## config.mk

```make
export PLATFORM = sky130hd
export DESIGN_NAME = audio_sigma_delta_dac
export DESIGN_NICKNAME = d
export VERILOG_FILES = /design/src/rtl/audio_sigma_delta_dac.sv
export SDC_FILE = /design/constraint.sdc
export NUM_CORES = 1
export LEC_CHECK = 0
export CAP_MARGIN = 20
export CORE_ASPECT_RATIO = 1.75
export CORE_MARGIN = 3
export CORE_UTILIZATION = 57
export CTS_CLUSTER_SIZE = 10
export DETAILED_ROUTE_END_ITERATION = 16
export DONT_BUFFER_PORTS = 1
export PLACE_DENSITY = 0.75
export SYNTH_ARGS = -nofsm -noshare
export SYNTH_HDL_FRONTEND = slang
export SYNTH_SLANG_ARGS = --single-unit
```

## constraint.sdc

```tcl
create_clock -name i_clk -period 1.7 [get_ports i_clk]
set_clock_uncertainty 0.05 [all_clocks]
set_input_delay 0.34 -clock i_clk [delete_from_list [all_inputs] [get_ports i_clk]]
set_output_delay 0.34 -clock i_clk [all_outputs]
set_load 0.01 [all_outputs]
```

## src/rtl/audio_sigma_delta_dac.sv

```systemverilog
// Sums all channel levels, latches the mix once per SAMPLE_DIV clocks and emits a first-order PDM stream.
// Latency: mix 1 clk, sample latch at period boundary, o_audio 2 clks after o_sample; no backpressure (free-running).
module audio_sigma_delta_dac #(
  parameter int NUM_CHANNELS = 4,
  parameter int SAMPLE_DIV   = 1024
) (
  input  logic                                  i_clk,
  input  logic                                  i_rst_n,
  input  logic [9*NUM_CHANNELS-1:0]             i_channels,
  input  logic                                  i_enable,
  output logic                                  o_sample_stb,
  output logic [9+$clog2(NUM_CHANNELS)-1:0]     o_sample,
  output logic                                  o_audio
);

  localparam int SW = 9 + $clog2(NUM_CHANNELS);
  localparam int DW = $clog2(SAMPLE_DIV);

  logic [SW-1:0] mix_sum;
  logic [SW-1:0] r_sum;
  logic [DW-1:0] r_div;
  logic          div_last;
  logic [SW:0]   acc;

  // Worst case 511*NUM_CHANNELS always fits in SW bits, so no saturation is needed.
  always_comb begin
    mix_sum = '0;
    for (int k = 0; k < NUM_CHANNELS; k++) begin
      mix_sum = mix_sum + SW'(i_channels[9*k +: 9]);
    end
  end

  assign div_last = (r_div == DW'(SAMPLE_DIV - 1));

  always_ff @(posedge i_clk or negedge i_rst_n) begin
    if (!i_rst_n) begin
      r_sum        <= '0;
      r_div        <= '0;
      o_sample_stb <= 1'b0;
      o_sample     <= '0;
    end else begin
      r_sum        <= mix_sum;
      r_div        <= div_last ? '0 : r_div + DW'(1);
      o_sample_stb <= div_last;
      if (div_last) begin
        o_sample <= i_enable ? r_sum : '0;
      end
    end
  end

  // Residue in acc is kept across sample changes so the output never restarts its phase.
  always_ff @(posedge i_clk or negedge i_rst_n) begin
    if (!i_rst_n) begin
      acc     <= '0;
      o_audio <= 1'b0;
    end else begin
      acc     <= {1'b0, acc[SW-1:0]} + {1'b0, o_sample};
      o_audio <= acc[SW];
    end
  end

endmodule

```

# Word-level counts from Yosys, hierarchy flattened

Cells that the tools add are included.

RAM bits: 0
Memories kept: 0
Output and inout port bits: 13
Input port bits: 39
ROM bits: 0
Word-level logic and storage cells: 14
Latch bits: 0
Register bits: 46

Reduce and logical (&&, ||, !) cells: 0
Order comparisons: 0
Multiplexer cells: 2
Add/subtract/negate cells: 5
Bitwise gates (word level): 0
Equality and inequality tests: 1
Multiply operators: 0
Shifts and indexed selects: 0
Div/mod/pow operators: 0

Operators with widths:

| operator                                      | count |
|---|---|
| adder 11 x 11 -> 12 bit                       | 1 |
| adder 10 x 9 -> 11 bit                        | 1 |
| adder 11 x 9 -> 11 bit                        | 1 |
| 2-to-1 mux 11 bit                             | 1 |
| adder 10 x 1 -> 10 bit, second input constant | 1 |
| adder 9 x 9 -> 10 bit                         | 1 |
| equality test 10 bit, second input constant   | 1 |
| 2-to-1 mux 10 bit                             | 1 |

# Logic depth before layout (Yosys ltp)

Depth in word-level cells: 3
Gate-level depth with buffers: 11
Mapped depth without buffers: 11

# Least setup slack after synthesis

No wires, ideal clock.

Path kind: in2reg
Start point: in i_channels[1]
End point: reg r_sum[9]
Stages: 11
Path slack: -1287 ps
Arrival time: 2815 ps
Path buffers: 0
Library setup time: 122 ps
Data required time: 1528 ps
Path through: inv_1 -> fa_1 -> fa_1 -> inv_1 -> ha_1 -> fa_1 -> a21o_1 -> a21oi_1 -> o21bai_1 -> a21bo_2 -> xor2_1

Longest elaborated chain between the ends: 3

Ends and longest elaborated chain:

| what                   | RTL line | text |
|---|---|---|
| start: declaration     | 9        | `input logic [9*NUM_CHANNELS-1:0] i_channels,` |
| adder 9 x 9 -> 10 bit  | 29       | `mix_sum = mix_sum + SW'(i_channels[9*k +: 9]);` |
| adder 10 x 9 -> 11 bit | 29       |  |
| adder 11 x 9 -> 11 bit | 29       |  |
| named net mix_sum[9]   | 19       | `logic [SW-1:0] mix_sum;` |
| end signal: assignment | 42       | `r_sum <= mix_sum;` |
| end: declaration       | 20       | `logic [SW-1:0] r_sum;` |

The timed path passes the listed nets, and every way through them passes these cells.
A chain may end at the register's enable or synchronous reset.

# Worst setup path in the final report

Start point: in i_channels[19]
End point: reg r_sum[9]

Longest elaborated chain between the ends: 2

Ends and longest elaborated chain:

| what                   | RTL line |
|---|---|
| adder 10 x 9 -> 11 bit | 29 |
| adder 11 x 9 -> 11 bit | 29 |
| named net mix_sum[9]   | 19 |

The timed path passes the listed nets, and every way through them passes these cells.

==> metrics.yaml <==
timing:
  rsz0062_at_grt: "yes"
  worst_slack_ns: -0.827
  min_period_ns: 2.53
  min_period_over_period_pct: 149
  final.setup.tns_ns: -6.02
  finalSetupViolations: 15
  final-hold-violation-count: 0
  maxSlewHeadroom_pct: 80.2
  worstMarginPinSlew_ns: 0.296
  clock.fmax_ghz: 0.396
  slew_violations: 0
setup_path:
  worstPathCellList: "inv_8 > fa_1 > fa_1 > inv_2 > ha_4 > fa_2 > a21o_1 > a21oi_2 > o21bai_1 > a21bo_2 > xor2_1"
  slowest_stage: "fa_1"
  critical_path_arrival_ns: 2.66
  required_ns: 1.83
  critPathCaptureType: "register"
  critPathMaxFanout: 2
  slowest_delay_ns: 0.51
  crit_path_frequent_cell: "fa_1"
  critPathTopFamily: "adder cells"
  worstSetupPathType: "in -> reg"
  crit_buf_inv: 2
  critPathLaunchType: "primary input"
synthesis:
  synth_top_family_by_area: "adder cells"
  synth-compound-area-share_pct: 9.70
  synthArstFlopShare_pct: 100
  syn-instance-count: 279
  synth_seq_area_share_pct: 39.8
  synth_ff_type: "dfrtp_1"
  yosys.area_share.adder_pct: 22.7
  syn_area_um2: 2890
  yosys_warnings: 0
  synth.distinct_cells: 40
  ys_ff_latch: 46
  mappedNetlistNets: 359
  avgSynthCellArea_um2: 10.4
  synthSimpleGateAreaFrac_pct: 12.1
  synth_edf_count: 0
  synth_xor_area_share_pct: 6.97
  synth_mux_area_share_pct: 0
route:
  drtAntennaViolNets: 0
  drt-pass1-iter-count: 6
  vias: 2046
  drtIter0Drc: 43
  routed_wl_um: 5460
  routedWlPerCell_um: 14.3
  routed_via_density: 5.34
  drc: 0
placed_design:
  place_ws_ns: -1.14
  hpwl_um: 4120
  io_buffers: 0
  placed_area_um2: 3300
  gp_congestion: 0.818
layout:
  multiInputGateArea_um2: 1650
  fin_area_um2: 3610
  n_antenna_cell: 0
  syn_to_final_growth_pct: 24.8
  drive_gt1_share_pct: 27.8
  nets: 410
  seq_area_um2: 1150
  fillers: 323
  utilization_pct: 75.3
floorplanning:
  core_um2: 4790
  die_y_um: 100
  row_count: 33
  start_util_pct: 60.3
  dieWidth_um: 59.8
  ios: 52
  die_area_um2: 5990
pwr:
  p_leak_nw: 1.73
  vdd_ir_drop_max_mv: 0.868
  p_per_area_nw_per_um2: 792
  total_power_mw: 2.86
global_route:
  grt_max_degree: 47
  antenna_found_initial: 0
  grtUsageTotal_pct: 19.3
  overflow: 0
  grt_pass1_wl_um: 8880
  grt_pass1_vias: 2092
clock_network:
  htree_num_levels: 2
  tritoncts: "yes"
  numCtsBuffers: 5
  path_clk_slew_ns: 0.08
  cts_root_buffer: "clkbuf_8"
  cts.path.max_buffers: 2
  cts.sinks: 46
  clock_latency_ns: 0.30
job:
  drv_cap: 0
worst_hold_path:
  hp-class: "in -> reg"
status:
  status: "complete, but fails checks"
  violations: "setup timing"
[stage by stage]
step | hold slack [ns] | instances
2_1_floorplan | -0.00559 | 279
3_3_place_gp | -0.00437 | 363
3_5_place_dp | -0.00435 | 363
4_1_cts | 0.107 | 377
5_1_grt | 0.126 | 383
6_report | 0.118 | 383
[area by class of cell]
| class | count | area share (%) |
|---|---|---|
| Multi-Input combinational cell | 171 | 45.9 |
| Sequential cell | 46 | 32.0 |
| Timing Repair Buffer | 48 | 11.0 |
| Inverter | 57 | 6.28 |
| Clock buffer | 7 | 2.67 |
| Tap cell | 52 | 1.80 |
| Clock inverter | 1 | 0.243 |
| Timing Repair inverter | 1 | 0.139 |
[kinds of logic after synthesis]
| family | Yosys count |
|---|---|
| simple gates | 71 |
| fa+ha+maj | 41 |
| buf+inv | 62 |
| flops | 46 |
| compound gates | 36 |
| xor+xnor | 23 |
[sequential cells by signal, indices dropped and copies added (netlist names)]
name,cells
acc,12
o_audio,1
o_sample,11
o_sample_stb,1
r_div,10
r_sum,11
[synthesized netlist by cell type (3+ instances only)]
master / n / area share (%)
nor3_1: 3 / 0.52
nor2_1: 11 / 1.4
dfrtp_1: 46 / 40
xor2_1: 11 / 3.3
a21o_1: 6 / 1.6
ha_1: 22 / 9.5
nand3_1: 20 / 3.5
inv_1: 56 / 7.3
xnor2_1: 12 / 3.6
o211ai_1: 3 / 0.78
nand2_1: 26 / 3.4
a21oi_1: 8 / 1.4
fa_1: 19 / 13
[metal layers]
| metal | wire length (um) | up-vias | track usage [%] |
|---|---|---|---|
| li1 | - | 991 | - |
| met1 | 2050 | 980 | 20.8 |
| met2 | 3030 | 59 | 35.4 |
| met3 | 201 | 16 | 2.45 |
| met4 | 186 | 0 | 8.87 |
| met5 | 0 | - | 0 |
[report_power, final]
part	switching, mW	leakage [nW]	internal [mW]	total, mW
logic	0.416	1.19	0.464	0.880
registers	0.0324	0.488	1.22	1.25
clock network	0.355	0.0544	0.372	0.728
[final timing paths]
check / startpoint / end / slack, ns / depth (start not counted)
max: i_channels[19] / r_sum[9] / -0.83 / 11
min: i_enable / o_sample[4] / 0.12 / 2
max reg2reg: o_sample[0] / acc[8] / -0.30 / 8
min reg2reg: acc[11] / o_audio / 0.30 / 0
max in group asynchronous: i_rst_n / o_sample[2] / 0.90 / 2
min in group asynchronous: i_rst_n / o_sample_stb / 0.48 / 2
[repair_timing]
item / CTS / global route
endpoints found under the setup margin: 17 / 28
pin swaps: 11 / 9
endpoints found under the hold margin: 46 / 0
buffers inserted: 5 / 6
hold buffers: 2 / 0
resized for setup: 12 / 5
gates cloned: 0 / 1
[cell usage in the layout (no fill, tap or decap), types with 2 or more instances in the layout]
cell type / count
fa_1: 17
nor3_1: 3
nand2_1: 26
fa_2: 2
o21bai_1: 2
a21o_1: 6
a21oi_1: 5
xor2_1: 11
dfrtp_1: 45
and3_1: 2
inv_1: 51
and2_1: 2
o211ai_1: 3
a21oi_2: 4
ha_1: 15
o221ai_2: 2
buf_4: 42
buf_6: 4
xnor2_2: 2
nor2_1: 10
clkinv_4: 2
nand3_2: 2
clkbuf_8: 7
nand3_1: 20
inv_2: 4
o21ai_0: 2
ha_4: 6
xnor2_1: 10
Note: power is estimated with default switching activity, not from simulation.
